===== src/rtl/sid_pkg.sv =====
// -----------------------------------------------------------------------------
// sid_pkg
//   Shared definitions for the SID filter multiplier sharing logic.
//   - Operand widths of the filter fixed-point datapath (coefficient, state).
//   - Width of the truncated product returned to the filter step sequencers.
//   - Round-robin selection helper used by the arbiter.
// -----------------------------------------------------------------------------
package sid_pkg;

    // Unsigned cutoff / resonance coefficient width.
    localparam int SID_COEF_W  = 17;
    // Signed filter state operand width (high-pass / band-pass state).
    localparam int SID_STATE_W = 32;
    // Products are truncated to this width; overflow wraps like the filter maths.
    localparam int SID_PROD_W  = 32;
    // Width of the untruncated product of {1'b0,coef} x state.
    localparam int SID_FULL_W  = SID_COEF_W + 1 + SID_STATE_W;

    // Largest supported requester count and the index width that covers it.
    localparam int SID_MAX_REQ = 4;
    localparam int SID_IDX_W   = 2;

    // Result of a round-robin scan: whether anybody won, and who.
    typedef struct packed {
        logic                 valid;
        logic [SID_IDX_W-1:0] idx;
    } rr_pick_t;

    // Scan last+1, last+2, ... (mod nreq) and return the first index whose
    // request bit is set. Bits at or above nreq are ignored.
    function automatic rr_pick_t rr_pick(
        input logic [SID_MAX_REQ-1:0] req,
        input logic [SID_IDX_W-1:0]   last,
        input int                     nreq
    );
        rr_pick_t pick;
        int       cand;
        pick = '0;
        cand = 0;
        for (int k = 1; k <= SID_MAX_REQ; k++) begin
            cand = (int'(last) + k) % nreq;
            if ((k <= nreq) && !pick.valid && req[cand[SID_IDX_W-1:0]]) begin
                pick.valid = 1'b1;
                pick.idx   = cand[SID_IDX_W-1:0];
            end
        end
        return pick;
    endfunction

endpackage


===== src/rtl/sid_mult_pipe.sv =====
// -----------------------------------------------------------------------------
// sid_mult_pipe
//   LAT-stage signed multiplier shared by the SID filter datapaths. The product
//   of signed {1'b0,i_op_a} and signed i_op_b is formed in front of the first
//   register and truncated to its low SID_PROD_W bits; a one-hot requester tag
//   travels alongside so the result is steered back to its owner.
//
// Ports:
//   clk      in   system clock, rising edge
//   rst      in   asynchronous active-high reset, clears all stages
//   i_valid  in   an operation is being issued this cycle
//   i_tag    in   one-hot owner of the issued operation (NREQ bits)
//   i_op_a   in   unsigned coefficient (SID_COEF_W bits)
//   i_op_b   in   signed state operand (SID_STATE_W bits)
//   o_tag    out  one-hot owner of the result leaving the last stage, 0 if none
//   o_data   out  truncated product leaving the last stage
//   o_busy   out  any stage holds a valid operation
// -----------------------------------------------------------------------------
module sid_mult_pipe
    import sid_pkg::*;
#(
    parameter int NREQ = 2,
    parameter int LAT  = 2
) (
    input  logic                   clk,
    input  logic                   rst,
    input  logic                   i_valid,
    input  logic [NREQ-1:0]        i_tag,
    input  logic [SID_COEF_W-1:0]  i_op_a,
    input  logic [SID_STATE_W-1:0] i_op_b,
    output logic [NREQ-1:0]        o_tag,
    output logic [SID_PROD_W-1:0]  o_data,
    output logic                   o_busy
);

    logic signed [SID_FULL_W-1:0] w_a_ext;
    logic signed [SID_FULL_W-1:0] w_b_ext;
    logic        [SID_PROD_W-1:0] w_prod;

    logic [LAT-1:0]        r_valid;
    logic [NREQ-1:0]       r_tag  [LAT];
    logic [SID_PROD_W-1:0] r_data [LAT];

    // The coefficient is unsigned, so it gets a zero sign bit before the
    // signed multiply; the state operand is sign-extended.
    assign w_a_ext = SID_FULL_W'($signed({1'b0, i_op_a}));
    assign w_b_ext = SID_FULL_W'($signed(i_op_b));
    // Only the low product bits are kept; wrap-around is intentional.
    assign w_prod  = SID_PROD_W'(w_a_ext * w_b_ext);

    always_ff @(posedge clk or posedge rst) begin
        if (rst) begin
            r_valid <= '0;
            for (int s = 0; s < LAT; s++) begin
                r_tag[s]  <= '0;
                r_data[s] <= '0;
            end
        end else begin
            r_valid[0] <= i_valid;
            r_tag[0]   <= i_valid ? i_tag : '0;
            // Hold the previous result when idle to avoid needless toggling.
            if (i_valid) begin
                r_data[0] <= w_prod;
            end
            for (int s = 1; s < LAT; s++) begin
                r_valid[s] <= r_valid[s-1];
                r_tag[s]   <= r_tag[s-1];
                r_data[s]  <= r_data[s-1];
            end
        end
    end

    assign o_tag  = r_tag[LAT-1];
    assign o_data = r_data[LAT-1];
    assign o_busy = |r_valid;

endmodule


===== src/rtl/sid_mult_arbiter.sv =====
// -----------------------------------------------------------------------------
// sid_mult_arbiter
//   Round-robin arbiter that lets NREQ SID filter datapaths share a single
//   pipelined 17x32 signed multiplier. One requester is granted per cycle; its
//   operands are captured in the grant cycle and the truncated product comes
//   back on rsp_data with a one-hot rsp_valid exactly LAT cycles after gnt.
//
// Optional build macro:
//   SID_MULT_STATS_EN  when defined, per-requester saturating stall counters
//                      count cycles with req[i]=1 and gnt[i]=0. When not
//                      defined, stall_cnt is constant 0 and no flops exist.
//
// Ports:
//   clk        in   system clock, rising edge
//   rst        in   asynchronous active-high reset
//   req        in   per-requester request, held with operands until granted
//   op_a       in   per-requester unsigned coefficient, slice i = [17*i+:17]
//   op_b       in   per-requester signed state operand, slice i = [32*i+:32]
//   gnt        out  one-hot single-cycle grant; operands captured this cycle
//   rsp_valid  out  one-hot result strobe for requester i
//   rsp_data   out  low 32 bits of the signed product
//   busy       out  some pipeline stage holds a valid operation
//   stall_cnt  out  per-requester stall counters, slice i = [CNTW*i+:CNTW]
// -----------------------------------------------------------------------------
module sid_mult_arbiter
    import sid_pkg::*;
#(
    parameter int NREQ = 2,
    parameter int LAT  = 2,
    parameter int CNTW = 16
) (
    input  logic                        clk,
    input  logic                        rst,
    input  logic [NREQ-1:0]             req,
    input  logic [NREQ*SID_COEF_W-1:0]  op_a,
    input  logic [NREQ*SID_STATE_W-1:0] op_b,
    output logic [NREQ-1:0]             gnt,
    output logic [NREQ-1:0]             rsp_valid,
    output logic [SID_PROD_W-1:0]       rsp_data,
    output logic                        busy,
    output logic [NREQ*CNTW-1:0]        stall_cnt
);

    genvar gi;

    logic [NREQ-1:0]        r_gnt;
    logic [SID_IDX_W-1:0]   r_last;

    logic [NREQ-1:0]        w_req_eff;
    logic [SID_MAX_REQ-1:0] w_req_pad;
    logic [NREQ-1:0]        w_gnt_next;
    rr_pick_t               w_pick;
    logic                   w_issue;
    logic [SID_COEF_W-1:0]  w_sel_a;
    logic [SID_STATE_W-1:0] w_sel_b;

    // A requester still shows req high during its own grant cycle (it only
    // drops it afterwards), so that cycle's request is masked out; otherwise
    // one held request would be granted twice.
    assign w_req_eff = req & ~r_gnt;

    // Widen to the helper's fixed request width; unused slots never request.
    generate
        for (gi = 0; gi < SID_MAX_REQ; gi++) begin : g_pad
            if (gi < NREQ) begin : g_live
                assign w_req_pad[gi] = w_req_eff[gi];
            end else begin : g_tie
                assign w_req_pad[gi] = 1'b0;
            end
        end
    endgenerate

    assign w_pick = rr_pick(w_req_pad, r_last, NREQ);

    generate
        for (gi = 0; gi < NREQ; gi++) begin : g_onehot
            assign w_gnt_next[gi] = w_pick.valid && (w_pick.idx == SID_IDX_W'(gi));
        end
    endgenerate

    // Grant register and round-robin pointer. Starting the pointer at the
    // last index makes requester 0 the first winner after reset.
    always_ff @(posedge clk or posedge rst) begin
        if (rst) begin
            r_gnt  <= '0;
            r_last <= SID_IDX_W'(NREQ - 1);
        end else begin
            r_gnt <= w_gnt_next;
            if (w_pick.valid) begin
                r_last <= w_pick.idx;
            end
        end
    end

    // Operand select: r_gnt is one-hot, so an AND-OR mux is sufficient.
    always_comb begin
        w_sel_a = '0;
        w_sel_b = '0;
        for (int i = 0; i < NREQ; i++) begin
            if (r_gnt[i]) begin
                w_sel_a = w_sel_a | op_a[SID_COEF_W*i +: SID_COEF_W];
                w_sel_b = w_sel_b | op_b[SID_STATE_W*i +: SID_STATE_W];
            end
        end
    end

    assign w_issue = |r_gnt;

    sid_mult_pipe #(
        .NREQ (NREQ),
        .LAT  (LAT)
    ) u_pipe (
        .clk     (clk),
        .rst     (rst),
        .i_valid (w_issue),
        .i_tag   (r_gnt),
        .i_op_a  (w_sel_a),
        .i_op_b  (w_sel_b),
        .o_tag   (rsp_valid),
        .o_data  (rsp_data),
        .o_busy  (busy)
    );

    assign gnt = r_gnt;

`ifdef SID_MULT_STATS_EN
    // Saturating per-requester wait counters, cleared only by reset.
    generate
        for (gi = 0; gi < NREQ; gi++) begin : g_stats
            logic [CNTW-1:0] r_stall;
            always_ff @(posedge clk or posedge rst) begin
                if (rst) begin
                    r_stall <= '0;
                end else if (req[gi] && !r_gnt[gi] && (r_stall != {CNTW{1'b1}})) begin
                    r_stall <= r_stall + CNTW'(1);
                end
            end
            assign stall_cnt[CNTW*gi +: CNTW] = r_stall;
        end
    endgenerate
`else
    assign stall_cnt = '0;
`endif

endmodule

===== config.mk =====
export PLATFORM = sky130hd
export DESIGN_NAME = sid_mult_arbiter
export DESIGN_NICKNAME = d
export VERILOG_FILES = /design/src/rtl/sid_pkg.sv /design/src/rtl/sid_mult_pipe.sv /design/src/rtl/sid_mult_arbiter.sv
export SDC_FILE = /design/constraint.sdc
export NUM_CORES = 1
export LEC_CHECK = 0
export CORE_MARGIN = 4
export CORE_UTILIZATION = 30
export DETAILED_ROUTE_END_ITERATION = 16
export HOLD_SLACK_MARGIN = 0.08
export PLACE_DENSITY = 0.58
export SKIP_LAST_GASP = 1
export SYNTH_ARGS = -nofsm -noshare
export SYNTH_HDL_FRONTEND = slang
export SYNTH_HIERARCHICAL = 1
export SYNTH_SLANG_ARGS = --single-unit

===== constraint.sdc =====
create_clock -name clk -period 7.9 [get_ports clk]
set_clock_uncertainty 0.2 [all_clocks]
set_input_delay 1.58 -clock clk [delete_from_list [all_inputs] [get_ports clk]]
set_output_delay 1.58 -clock clk [all_outputs]
set_load 0.01 [all_outputs]

==> impl_metrics.ini <==
[run_status]
run_status = finished clean

[min_path]
worstHoldPathCells = 0
hp-class = reg -> reg
hold_start = u_pipe/r_tag[3]$_DFF_PP0_
hold_end = u_pipe/o_tag[1]$_DFF_PP0_

[clock_network]
cts_tree = done
cts_buffers = 9
cts_hold_buf = 0
clkLatencyLatePin_ns = 0.35
htreeDepth = 3
cts-root-buf = clkbuf_16
cts_sinks = 73
clockBufferDepth = 2
clk_pin_slew_ns = 0.06

[worst_setup_path]
cpPeakStageDelay_ns = 0.56
path_buf_inv = 8
worst-setup-path-type = in -> reg
r2r_setup_slack_ns = 0.90
crit_family = adder cells
worstReg2RegEnd = u_pipe/r_data[57]$_DFFE_PP0P_
start_kind = primary input
worstRegToRegCells = 23
required_ns = 7.95
r2r_start = gnt[1]$_DFF_PP0_
end_kind = register
crit_path_max_fanout = 10
path_common_cell = fa_1
critPathArrivalTime_ns = 7.75
cpMaxStageDelayCell = fa_1
crit_chain = clkdlybuf4s50_1, a22o_1, buf_4, and2_1, fa_1, inv_1, fa_1, fa_1, inv_1, fa_1, fa_1, inv_1, fa_1, inv_1, ha_1, buf_4, o21a_1, o211ai_1, buf_4, a21oi_2, o21a_1, o21a_1, o21a_1, o31ai_1

[grt]
met3_usage = 0.00850
antenna_found_initial = 0
grtUsageMet2 = 0.285
grt_pass1_vias = 12700
met1_usage = 0.196
grt_pass1_wl_um = 69000
grt_max_degree = 71
grt_busiest_layer = met2
grt_overflow = 0
gr-usage-all-layers = 0.155

[sta]
fin_crit_ns = 7.70
setup_ws_ns = 0.201
slew_headroom = 0.372
finalHoldViolCount = 0
max_freq_mhz = 130
setup_viol = 0
tightest_slew_ns = 0.941
post-route-period-util = 0.975
report.final.slew_viol_count = 0

[floorplan]
die_y_um = 237
initial_core_util = 0.304
core_area_sq_mm = 0.0515
rows = 83
die_area_sq_mm = 0.0560
io_pins = 171
die_w_um = 237

[layout]
area_growth_pct = 19.4
mostFrequentLayoutCells = inv_1, fa_1, nand2_1
fin_area_sq_mm = 0.0187
final_common_cell = inv_1
antenna_cells = 0
layout-drive-gt1-share = 0.109
nNetsFinal = 2382
layoutNonFillerInstCount = 2565

[drt]
drt_iter0_drc = 545
wl_um = 42800
vias = 11500
wl_per_cell_um = 16.7
dr.pass1.iters = 5
via_per_inst = 4.50
ant_nets = 0
drc = 0

[logic_synthesis]
post_synth.cell_area_avg_sq_um = 9.20
syn_area_sq_mm = 0.0157
synth-main-ff-cell = dfrtp_1
yosys_warnings = 6
synth_edf_count = 0
syn_inst = 1704
synth_seq_cells = 73
async_flop_share = 1.00
yosys.cell_types.count = 52
synth-seq-area-share = 0.117

[power]
leakage_nw = 9.26
vdd_drop_max_mv = 0.363
total_power_mw = 7.85
p_per_area_mw_per_mm2 = 419

[place]
place_inst = 2544
dpl_cell_area_sq_mm = 0.0183
dp_hpwl_um = 35800
dp_slack_ns = -0.320
routabilityCongestion = 0.860
io_buffers = 138

[job]
maxCapViolations = 0
worst max-delay path by stage:
stage	slack, ns	from	to	cells after the start
finish	0.20	op_b[10]	u_pipe/r_data[57]$_DFFE_PP0P_	24
floorplan	0.51	op_a[3]	u_pipe/r_data[57]$_DFFE_PP0P_	23
detailed placement	-0.32	op_a[3]	u_pipe/r_data[58]$_DFFE_PP0P_	21
global placement	-0.22	op_a[3]	u_pipe/r_data[59]$_DFFE_PP0P_	22
global route	-0.01	op_b[12]	u_pipe/r_data[56]$_DFFE_PP0P_	24
CTS	0.03	op_a[3]	u_pipe/r_data[58]$_DFFE_PP0P_	21
metrics by stage:
stage / utilization / hold slack, ns / setup TNS (ns)
floorplan: - / 0.131 / 0
global placement: 0.354 / 0.133 / -1.51
detailed placement: 0.354 / 0.137 / -2.32
CTS: 0.361 / 0.151 / 0
global route: 0.363 / 0.167 / -0.0223
finish: 0.363 / 0.153 / 0
where the power goes:
group	internal, mW	total, mW	switching [mW]	leakage, nW
clock	0.313	0.494	0.181	0.168
combinational	3.14	6.70	3.55	8.20
sequential	0.569	0.659	0.0901	0.888
total	4.02	7.85	3.82	9.26
logic make-up (layout without fill, tap and decap cells):
logic type	count (synthesis)	after routing	share of synthesized area
AOI/OAI and AO/OA	136	137	0.0663
xor gates and xnor gates	47	47	0.0263
adders and majority gates	400	400	0.472
buffers and inverters	556	705	0.155
DFF	73	73	0.117
muxes	18	18	0.0129
other	1	32	0.000239
and+or+nand+nor	473	473	0.151
routing by layer:
layer | wire (um) | part of all wire | up-vias
li1 | - | - | 5245
met1 | 17800 | 0.42 | 5999
met2 | 22500 | 0.53 | 239
met3 | 1370 | 0.032 | 55
met4 | 1140 | 0.027 | 0
met5 | 0 | 0 | -
synthesized netlist by cell type, types with 6 or more instances:
master,n,area share
inv_1,411,0.098
fa_1,319,0.41
nand2_1,230,0.055
and2_1,202,0.081
ha_1,81,0.065
dfrtp_1,72,0.11
buf_4,66,0.032
clkbuf_1,66,0.016
a22o_1,49,0.027
xnor2_1,39,0.022
a21oi_1,23,0.0073
mux2_2,17,0.012
o21ai_0,16,0.0051
a21o_1,15,0.0072
buf_6,12,0.0086
nor2_1,12,0.0029
o21a_1,9,0.0043
xor2_1,8,0.0045
nor3_1,6,0.0019
cell type report:
type / instances / area (sq um)
Clock buffer: 9 / 225
Tap cell: 680 / 851
Sequential cell: 73 / 1830
Multi-Input combinational cell: 1107 / 11600
Fill cell: 5313 / 32800
Timing Repair Buffer: 278 / 2530
Clock inverter: 7 / 126
Inverter: 411 / 1540
flip-flops by register name, indices dropped and copies added, names as in the netlist:
signal	count
u_pipe/r_tag	2
r_last	1
u_pipe/o_data	32
gnt	2
u_pipe/r_valid	2
u_pipe/o_tag	2
u_pipe/r_data	32
what timing repair did:
action	in CTS	in global routing
gates resized for setup	0	23
hold endpoints to repair	0	0
setup buffers	0	4
setup endpoints to repair	0	11
Note: power is estimated with default switching activity, not from simulation.
